File: src/rtl/fetch_queue_if.sv
// Fetch queue bus: instruction-memory request/response channel, decode
// handshake and execute-stage redirect, bundled into one interface.
interface fetch_queue_if #(
  parameter int DBITS = 32
);
  logic             redirect;
  logic [DBITS-1:0] redirect_pc;
  logic             imem_req;
  logic [DBITS-1:0] imem_addr;
  logic             imem_ack;
  logic             imem_rvalid;
  logic [DBITS-1:0] imem_rdata;
  logic             dec_valid;
  logic [DBITS-1:0] dec_pc;
  logic [DBITS-1:0] dec_inst;
  logic             dec_stall;

  // fetch queue side
  modport master (
    input  redirect, redirect_pc, imem_ack, imem_rvalid, imem_rdata, dec_stall,
    output imem_req, imem_addr, dec_valid, dec_pc, dec_inst
  );

  // memory / pipeline environment side
  modport slave (
    output redirect, redirect_pc, imem_ack, imem_rvalid, imem_rdata, dec_stall,
    input  imem_req, imem_addr, dec_valid, dec_pc, dec_inst
  );
endinterface

File: src/rtl/fetch_queue.sv
// Instruction fetch queue: issues sequential fetch addresses to a
// variable-latency in-order memory, buffers (pc, inst) pairs in a FIFO and
// hands them to decode. A redirect flushes the FIFO and marks every response
// still in flight for discard via the drop counter.
module fetch_queue #(
  parameter int               DBITS     = 32,
  parameter logic [DBITS-1:0] START_PC  = 'h40,
  parameter logic [DBITS-1:0] INST_SIZE = 'd4,
  parameter int               DEPTH     = 4
) (
  input logic        clk,
  input logic        reset,
  fetch_queue_if.master bus
);
  localparam int AW = $clog2(DEPTH);
  localparam int CW = AW + 1;
  localparam logic [CW:0] DEPTH_C = (CW + 1)'(DEPTH);

  logic [DBITS-1:0] fetch_pc_q, fetch_pc_d;
  logic [DBITS-1:0] resp_pc_q, resp_pc_d;
  logic [AW-1:0]    rd_q, rd_d, wr_q, wr_d;
  logic [CW-1:0]    count_q, count_d;
  logic [CW-1:0]    out_q, out_d;
  logic [CW-1:0]    drop_q, drop_d;
  logic [DBITS-1:0] pc_mem   [DEPTH];
  logic [DBITS-1:0] inst_mem [DEPTH];
  logic [CW:0]      credit;
  logic             issue, accept, push, pop;

  // Next-state: credit-based issue, response push/drop, pop, redirect flush.
  // Outstanding includes responses destined for the drop counter, so credit
  // stays exhausted until stale responses have drained.
  always_comb begin
    credit     = {1'b0, count_q} + {1'b0, out_q};
    issue      = !bus.redirect && (credit < DEPTH_C);
    accept     = issue && bus.imem_ack;
    pop        = (count_q != '0) && !bus.dec_stall && !bus.redirect;
    push       = bus.imem_rvalid && !bus.redirect && (drop_q == '0);
    fetch_pc_d = fetch_pc_q;
    resp_pc_d  = resp_pc_q;
    rd_d       = rd_q;
    wr_d       = wr_q;
    count_d    = count_q;
    out_d      = out_q;
    drop_d     = drop_q;
    if (bus.redirect) begin
      fetch_pc_d = bus.redirect_pc;
      resp_pc_d  = bus.redirect_pc;
      rd_d       = '0;
      wr_d       = '0;
      count_d    = '0;
      out_d      = out_q - CW'(bus.imem_rvalid);
      drop_d     = out_q - CW'(bus.imem_rvalid);
    end else begin
      if (accept) fetch_pc_d = fetch_pc_q + INST_SIZE;
      if (bus.imem_rvalid && (drop_q != '0)) drop_d = drop_q - CW'(1);
      if (push) begin
        wr_d      = wr_q + AW'(1);
        resp_pc_d = resp_pc_q + INST_SIZE;
      end
      if (pop) rd_d = rd_q + AW'(1);
      count_d = count_q + CW'(push) - CW'(pop);
      out_d   = out_q + CW'(accept) - CW'(bus.imem_rvalid);
    end
  end

  // Control state registers.
  always_ff @(posedge clk or negedge reset) begin
    if (!reset) begin
      fetch_pc_q <= START_PC;
      resp_pc_q  <= START_PC;
      rd_q       <= '0;
      wr_q       <= '0;
      count_q    <= '0;
      out_q      <= '0;
      drop_q     <= '0;
    end else begin
      fetch_pc_q <= fetch_pc_d;
      resp_pc_q  <= resp_pc_d;
      rd_q       <= rd_d;
      wr_q       <= wr_d;
      count_q    <= count_d;
      out_q      <= out_d;
      drop_q     <= drop_d;
    end
  end

  // FIFO payload storage; contents are only visible while count is nonzero.
  always_ff @(posedge clk) begin
    if (push) begin
      pc_mem[wr_q]   <= resp_pc_q;
      inst_mem[wr_q] <= bus.imem_rdata;
    end
  end

  // Reset gates the request combinationally so it drops the moment reset asserts.
  assign bus.imem_req  = issue && reset;
  assign bus.imem_addr = fetch_pc_q;
  assign bus.dec_valid = (count_q != '0);
  assign bus.dec_pc    = bus.dec_valid ? pc_mem[rd_q]   : '0;
  assign bus.dec_inst  = bus.dec_valid ? inst_mem[rd_q] : '0;
endmodule

File: src/flat_wrapper.sv
// flat-port wrapper written by rule: the top's interface ports become plain ports
module fetch_queue_flat 
#(
  parameter int               DBITS     = 32,
  parameter logic [DBITS-1:0] START_PC  = 'h40,
  parameter logic [DBITS-1:0] INST_SIZE = 'd4,
  parameter int               DEPTH     = 4
)
  (clk, reset, bus_redirect, bus_redirect_pc, bus_imem_ack, bus_imem_rvalid, bus_imem_rdata, bus_dec_stall, bus_imem_req, bus_imem_addr, bus_dec_valid, bus_dec_pc, bus_dec_inst);
  fetch_queue_if #(.DBITS(DBITS)) bus_i ();
  input logic clk;
  input logic reset;
  input wire logic [$bits(bus_i.redirect)-1:0] bus_redirect;
  input wire logic [$bits(bus_i.redirect_pc)-1:0] bus_redirect_pc;
  input wire logic [$bits(bus_i.imem_ack)-1:0] bus_imem_ack;
  input wire logic [$bits(bus_i.imem_rvalid)-1:0] bus_imem_rvalid;
  input wire logic [$bits(bus_i.imem_rdata)-1:0] bus_imem_rdata;
  input wire logic [$bits(bus_i.dec_stall)-1:0] bus_dec_stall;
  output wire logic [$bits(bus_i.imem_req)-1:0] bus_imem_req;
  output wire logic [$bits(bus_i.imem_addr)-1:0] bus_imem_addr;
  output wire logic [$bits(bus_i.dec_valid)-1:0] bus_dec_valid;
  output wire logic [$bits(bus_i.dec_pc)-1:0] bus_dec_pc;
  output wire logic [$bits(bus_i.dec_inst)-1:0] bus_dec_inst;
  assign bus_i.redirect = bus_redirect;
  assign bus_i.redirect_pc = bus_redirect_pc;
  assign bus_i.imem_ack = bus_imem_ack;
  assign bus_i.imem_rvalid = bus_imem_rvalid;
  assign bus_i.imem_rdata = bus_imem_rdata;
  assign bus_i.dec_stall = bus_dec_stall;
  assign bus_imem_req = bus_i.imem_req;
  assign bus_imem_addr = bus_i.imem_addr;
  assign bus_dec_valid = bus_i.dec_valid;
  assign bus_dec_pc = bus_i.dec_pc;
  assign bus_dec_inst = bus_i.dec_inst;
  fetch_queue #(.DBITS(DBITS), .START_PC(START_PC), .INST_SIZE(INST_SIZE), .DEPTH(DEPTH)) u_core (.clk(clk), .reset(reset), .bus(bus_i));
endmodule
File: config.mk
export PLATFORM = sky130hd
export DESIGN_NAME = fetch_queue_flat
export DESIGN_NICKNAME = d
export VERILOG_FILES = /design/src/rtl/fetch_queue_if.sv /design/src/rtl/fetch_queue.sv /design/src/flat_wrapper.sv
export SDC_FILE = /design/constraint.sdc
export NUM_CORES = 1
export LEC_CHECK = 0
export BUFFER_PORTS_ARGS = -buffer_cell sky130_fd_sc_hd__buf_2
export CAP_MARGIN = 20
export CORE_UTILIZATION = 63
export CTS_CLUSTER_SIZE = 30
export DETAILED_ROUTE_END_ITERATION = 8
export GPL_ROUTABILITY_DRIVEN = 0
export PLACE_DENSITY = 0.85
export SKIP_CTS_REPAIR_TIMING = 1
export SLEW_MARGIN = 25
export SYNTH_ARGS = -nofsm -noshare
export SYNTH_HDL_FRONTEND = slang
export SYNTH_SLANG_ARGS = --single-unit
File: constraint.sdc
create_clock -name clk -period 5.3 [get_ports clk]
set_clock_uncertainty 0.15 [all_clocks]
set_input_delay 1.06 -clock clk [delete_from_list [all_inputs] [get_ports clk]]
set_output_delay 1.06 -clock clk [all_outputs]
set_load 0.05 [all_outputs]
==> flow_summary_export.csv, run 1 <==
group,metric,value,unit
clock_tree,htreeDepth,1,
setup_path,critPathCaptureType,"primary output",
yosys,syn-num-nets,962,
final_layout,fill_cells,1279,
final_layout,design_area,16200,sq um
global_route,grt_first_pass_wirelength,44.4,mm
power,leakagePower,6.01,nW
power,seq_power_share,0.409,
power,p_sw,0.00291,W
yosys,async_flop_share,0.231,
sta,slew_headroom,0.312,
setup_path,crit_fanout,37,
sta,hold_viol,0,
clock_tree,clockBufferDepth,3,
hold_path,holdPathEnd,"u_core.bus.imem_addr[0]",
global_route,antenna_found_initial,1,
floorplanning,pin_count,168,
yosys,yosysSeqAreaShare,0.685,
final_layout,fin_util,0.742,
detailed_routing,first_iter_violations,669,
yosys,yosysUniqueCellTypes,51,
clock_tree,insertion_delay,0.56,ns
sta,setup_violations,0,
placement,postPlaceCellArea,15200,sq um
floorplanning,rows,54,
setup_path,r2r_cells,5,
setup_path,r2r_slack,2.38,ns
sta,timing.fmax,0.252,GHz
detailed_routing,wl_per_cell,21.5,um
power,max-vdd-ir-drop,0.291,mV
setup_path,cp.arrival,2.76,ns
sta,finalCriticalPeriod,3.97,ns
floorplanning,initial_core_util,0.643,
placement,place_ws,1.82,ns
power,p_sw_frac,0.366,
global_route,grt_overflow,0,
floorplanning,die_area,22900,sq um
sta,worst_slew_pin_slew,1.03,ns
detailed_routing,vias,8192,
detailed_routing,via_per_inst,6.05,
setup_path,r2r-start,"u_core.drop_q[0]",
setup_path,startpoint,"u_core.rd_q[0]",
outcome,outcome,"completed",
power,power_frac_comb,0.322,
detailed_routing,detail-route-antenna-nets,0,
detailed_routing,wl,29.2,mm
clock_tree,cts_tree,"yes",
final_layout,area_growth,15.4,%
yosys,synth_seq_cells,333,
sta,slew_violations,0,
setup_path,regToRegEndpoint,"u_core.pc_mem[3][29]",
setup_path,crit_type,"reg2out",
placement,numPortBuffers,167,
detailed_routing,dr.pass1.iters,5,
clock_tree,numCtsBuffers,31,
sta,fin_setup_tns,0,ns
placement,hpwl,18.5,mm
yosys,synth_area,14000,sq um
floorplanning,design.core.area,21800,sq um
hold_path,worstHoldStart,"u_core.bus.imem_addr[0]",
floorplanning,die_w,151,um
clock_tree,cts.clk_slew.worst_paths,0.06,ns
power,power_frac_clock,0.270,
final_layout,multi_input_area,4160,sq um
final_layout,seq_area,9620,sq um
power,p_per_area,491,nW/um^2
floorplanning,fp.dieH,151,um
setup_path,required,4.09,ns
detailed_routing,drc,0,
sta,period_share,0.748,
global_route,grt_usage,0.259,
global_route,grt_start_max_net_pins,66,
yosys,syn_inst,874,
clock_tree,cts_root_buf,"clkbuf_16",
global_route,first_global_vias,8174,
setup_path,start_kind,"flip-flop",
sta,rsz0062_at_grt,"false",
yosys,synth_edf_count,256,
final_layout,drive_above_1_share,0.303,
yosys,ys_warn_count,0,
hold_path,hold_class,"reg2reg",
yosys,syn_avg_cell_area,16.1,sq um
clock_tree,cts_sinks,333,
final_layout,finalNetCount,1138,
sta,finalWorstSetupSlack,1.33,ns
power,p_int,0.00505,W
hold_path,min_path_cells,2,
flow_run,maxCapViolations,0,
yosys,synth_ff_type,"edfxtp_1",
[power groups by stage]
stage	Sequential, W	Clock [W]	Combinational (W)
2_1_floorplan	0.00332	0	0.00192
6_report	0.00325	0.00214	0.00256
5_1_grt	0.00328	0.00227	0.00273
4_1_cts	0.00325	0.00217	0.00259
3_3_place_gp	0.00329	0	0.00252
3_5_place_dp	0.00331	0	0.00257
[layer usage]
layer | share of wire | vias up | routed length (um) | global-route usage
met3 | 0.091 | 47 | 2640 | 0.0425
met2 | 0.49 | 401 | 14300 | 0.424
met1 | 0.40 | 4054 | 11600 | 0.362
met5 | 0 | - | 0 | 0
met4 | 0.021 | 0 | 613 | 0.0760
li1 | - | 3690 | - | -
[registers in the layout (all words and copies together) (netlist names)]
register,count
u_core.bus.imem_addr,32
u_core.pc_mem,128
u_core.inst_mem,128
u_core.out_q,3
u_core.wr_q,2
u_core.count_q,3
u_core.drop_q,3
u_core.resp_pc_q,32
u_core.rd_q,2
[cells by family (layout without fill, tap and decap cells)]
family,after synthesis,in the layout,synth area share
other,0,1,0
AOI/OAI and AO/OA,90,90,0.0408
DFF,333,333,0.685
muxes,73,73,0.110
and+or+nand+nor,250,250,0.101
xor gates and xnor gates,43,43,0.0268
buffers and inverters,67,267,0.0186
adders and majority gates,18,18,0.0171
[cells in the final DEF (no fill, tap or decap), drive strengths merged, types with 12 or more instances in the layout]
cell type	instances
xnor2	15
clkinv	19
dfrtp	75
nor2	23
and2	68
nor3	12
inv	26
ha	16
clkbuf	31
edfxtp	256
nand2	57
o21ai	40
buf	185
xor2	28
mux4	64
nand3	33
nand4	19
and3	13
[how the worst max path moves through the flow]
stage,cells after the start,slack [ns],endpoint
after global placement,4,1.91,bus_dec_pc[9]
final,4,1.33,bus_dec_inst[11]
after CTS,4,1.25,bus_dec_inst[11]
after global routing,4,1.19,bus_dec_inst[11]
after floorplan,3,1.61,u_core.inst_mem[0][0]
after detailed placement,4,1.82,bus_dec_inst[11]
[final cells by class]
cell class              instances  area share
diodes                          1    0.000155
well taps                     280      0.0216
repair buffers                185      0.0607
flip-flops and latches        333       0.594
inverters                      25     0.00579
clock buffers                  31      0.0479
multi-input cells             474       0.257
clock inverters                26      0.0131
[synth_stat cells, types with 3 or more instances]
library cell	instances	area (sq um)
edfxtp_1	256	7690
dfrtp_1	75	1880
and2_1	68	425
mux4_2	64	1440
nand2_1	57	214
nand3_1	30	150
o21ai_0	29	145
xor2_1	28	245
clkbuf_1	26	97.6
inv_1	24	90.1
nor2_1	23	86.3
nand4_1	17	106
ha_1	16	200
xnor2_1	15	131
and3_1	13	81.3
nor3_1	12	60.1
o21ai_1	11	55.1
o211ai_1	9	67.6
buf_1	8	30.0
buf_2	8	40.0
mux2_2	8	90.1
a21oi_1	7	35.0
a31oi_1	6	37.5
o311ai_1	6	52.6
a21boi_1	5	37.5
a41oi_1	5	43.8
nand2b_1	5	31.3
nor4_1	5	31.3
a21o_1	3	22.5
nand3_2	3	30.0
o31a_1	3	26.3
[worst max-delay path: stages, from the launching register on]
cell	delay, ns
dfrtp_4	0.82
buf_12	0.38
mux4_2	0.59
and2_1	0.20
buf_2	0.21
[stage by stage]
step | hold slack (ns) | cells | power [W]
after floorplan | 0.326 | 874 | 0.00525
after global placement | 0.360 | 1297 | 0.00581
after detailed placement | 0.373 | 1297 | 0.00588
after CTS | 0.380 | 1354 | 0.00802
after global routing | 0.409 | 1355 | 0.00829
final | 0.375 | 1355 | 0.00796
(Power assumes the default switching activity.)
==> run 2: changes to the inputs <==
Settings changed: ABC_AREA from default to 1, CORE_UTILIZATION 63 to 59, PLACE_DENSITY 0.85 to 0.8.
Clock period 5.3 ns to 3.77 ns, I/O delays scaled along.
==> run 2 against run 1 <==
Net effect: first-iteration DRC count rose by 52%; critical path depth is 1 higher; area after synthesis grew 7.5%; cell area increased by 7.7%; register-to-register slack worse by 1.3 ns; flip-flop and latch count is the same; power is 59% higher; die area is 15% higher; via count increased by 41%; final cell count rose by 50%; worst setup slack worse by 1.1 ns; critical path type unchanged; critical endpoint is now bus_dec_pc[21]; largest power group unchanged; highest routed layer unchanged.
==> flow_summary_export.csv, run 2 <==
group,metric,value,unit
global_route,grt_first_pass_wirelength,55.5,mm
sta,setup_violations,0,
clock_tree,cts_tree,"yes",
placement,hpwl,21.5,mm
final_layout,layout_common_cells,"nor2_1, nand2_1, edfxtp_1",
final_layout,area_growth,15.6,%
final_layout,drive_above_1_share,0.165,
clock_tree,htreeDepth,2,
power,max-vdd-ir-drop,0.633,mV
final_layout,reg_top3,"u_core.inst_mem x128, u_core.pc_mem x128",
flow_run,maxCapViolations,0,
final_layout,fill_cells,1841,
floorplanning,fp.dieH,162,um
yosys,synth_top_area_cell,"edfxtp_1",
final_layout,final_cells,2031,
global_route,grt_use_met1,0.366,
clock_tree,clockBufferDepth,3,
setup_path,required,2.87,ns
clock_tree,cts_sinks,333,
global_route,grt_overflow,0,
placement,numPortBuffers,167,
sta,hold_viol,0,
floorplanning,pin_count,168,
global_route,antenna_found_initial,0,
sta,finalWorstSetupSlack,0.262,ns
yosys,synth.top_cells.by_count,"nor2_1, nand2_1, edfxtp_1",
clock_tree,numCtsBuffers,34,
power,seq_power_share,0.369,
clock_tree,insertion_delay,0.50,ns
detailed_routing,first_iter_violations,1015,
setup_path,start_kind,"flip-flop",
global_route,first_global_vias,11000,
final_layout,num_antenna_cells,0,
detailed_routing,detail-route-antenna-nets,0,
detailed_routing,wl,35.3,mm
yosys,yosysSeqAreaShare,0.637,
detailed_routing,via_per_inst,5.67,
power,p_sw,0.00524,W
outcome,outcome,"completed",
setup_path,crit_fanout,65,
detailed_routing,dr.pass1.iters,6,
global_route,gr-usage-met3,0.0403,
clock_tree,cts.clk_slew.worst_paths,0.06,ns
setup_path,path_buf_inv,2,
global_route,grt_usage,0.270,
final_layout,mostFrequentLayoutCell,"nor2_1",
setup_path,r2r_cells,11,
placement,postPlaceCellArea,16300,sq um
sta,fin_setup_tns,0,ns
global_route,grt_start_max_net_pins,77,
placement,dp_cells,1971,
yosys,synth_ff_type,"edfxtp_1",
detailed_routing,drc,0,
yosys,synth_area,15100,sq um
power,p_per_area,725,nW/um^2
sta,period_share,0.931,
yosys,syn-num-nets,1611,
setup_path,critPathTopFamily,"buffers and inverters",
detailed_routing,wl_per_cell,17.4,um
yosys,yosysMostFrequentCell,"nor2_1",
power,power_frac_clock,0.273,
yosys,syn_avg_cell_area,9.91,sq um
clock_tree,cts_root_buf,"clkbuf_16",
global_route,busiest_layer,"met2",
yosys,synth_top_area_frac,0.510,
setup_path,cp.depth,5,
final_layout,finalNetCount,1765,
floorplanning,rows,58,
hold_path,hold_class,"in2async",
sta,slew_headroom,0.436,
power,power_frac_comb,0.358,
setup_path,critical-path-max-stage-delay,0.61,ns
yosys,synth_seq_cells,333,
setup_path,critPathCaptureType,"primary output",
yosys,synth_edf_count,256,
yosys,syn_inst,1523,
setup_path,slowest_stage,"buf_4",
setup_path,crit_type,"reg2out",
floorplanning,die_w,162,um
floorplanning,die_area,26200,sq um
sta,finalCriticalPeriod,3.51,ns
sta,rsz0062_at_grt,"false",
sta,timing.fmax,0.285,GHz
power,p_sw_frac,0.414,
sta,hold_ws,0.181,ns
yosys,async_flop_share,0.231,
yosys,ys_warn_count,0,
global_route,met2_usage,0.446,
final_layout,design_area,17400,sq um
setup_path,cp.arrival,2.60,ns
floorplanning,design.core.area,25100,sq um
setup_path,path_cells,"or2_2, nor2_4, buf_4, a21oi_1, buf_2",
power,leakagePower,6.95,nW
detailed_routing,vias,11500,
floorplanning,initial_core_util,0.601,
yosys,yosysUniqueCellTypes,37,
sta,worst_slew_pin_slew,0.846,ns
placement,place_ws,0.771,ns
yosys,synthTopCellsByArea,"edfxtp_1, dfrtp_1, nor2_1, nand2_1, o21ai_0",
power,p_int,0.00740,W
sta,slew_violations,0,
==> run 2: per-stage QoR <==
step | power [W] | util
after floorplan | 0.00809 | -
after global placement | 0.00913 | 0.649
after detailed placement | 0.00923 | 0.649
after CTS | 0.0127 | 0.695
after global routing | 0.0132 | 0.695
final | 0.0126 | 0.695
==> run 2: routing by layer <==
layer | wire, um | vias to the layer above | part of all wire
met5 | 0 | - | 0
met4 | 989 | 0 | 0.028
met3 | 2600 | 76 | 0.074
met2 | 16900 | 526 | 0.48
met1 | 14800 | 5492 | 0.42
li1 | - | 5424 | -
==> run 2: path summary, 6_finish.rpt <==
kind,from,endpoint,slack [ns]
min in group clk,bus_imem_rdata[2],u_core.inst_mem[1][2],0.31
setup reg to reg,u_core.count_q[1],u_core.out_q[2],1.05
setup / recovery,u_core.count_q[1],bus_dec_pc[21],0.26
hold / removal,reset,u_core.bus.imem_addr[31],0.18
hold reg to reg,u_core.bus.imem_addr[1],u_core.bus.imem_addr[1],0.32
max in group asynchronous,reset,u_core.rd_q[0],2.26
==> run 2: logic make-up (layout without fill, tap and decap cells) <==
| group | Yosys count | after routing | share of synthesized area |
|---|---|---|---|
| compound gates | 272 | 272 | 0.0949 |
| xor+xnor | 28 | 28 | 0.0163 |
| fa+ha+maj | 18 | 18 | 0.0159 |
| buf+inv | 161 | 339 | 0.0444 |
| flops | 333 | 333 | 0.637 |
| simple gates | 711 | 711 | 0.191 |
==> run 2: cell type report <==
cell class	instances	area, sq um	share of cell area
clock buffer	45	923	0.0529
timing repair buffer	186	1070	0.0613
multi-input combinational	1029	4840	0.277
inverter	93	349	0.0200
clock inverter	15	226	0.0130
tap	330	413	0.0237
sequential	333	9620	0.552
==> run 2: power by group through the flow <==
stage	combinational (W)	clock (W)	sequential, W
floorplan	0.00315	0	0.00494
global placement	0.00442	0	0.00471
detailed placement	0.00451	0	0.00472
CTS	0.00454	0.00349	0.00466
global route	0.00486	0.00363	0.00471
finish	0.00453	0.00345	0.00467
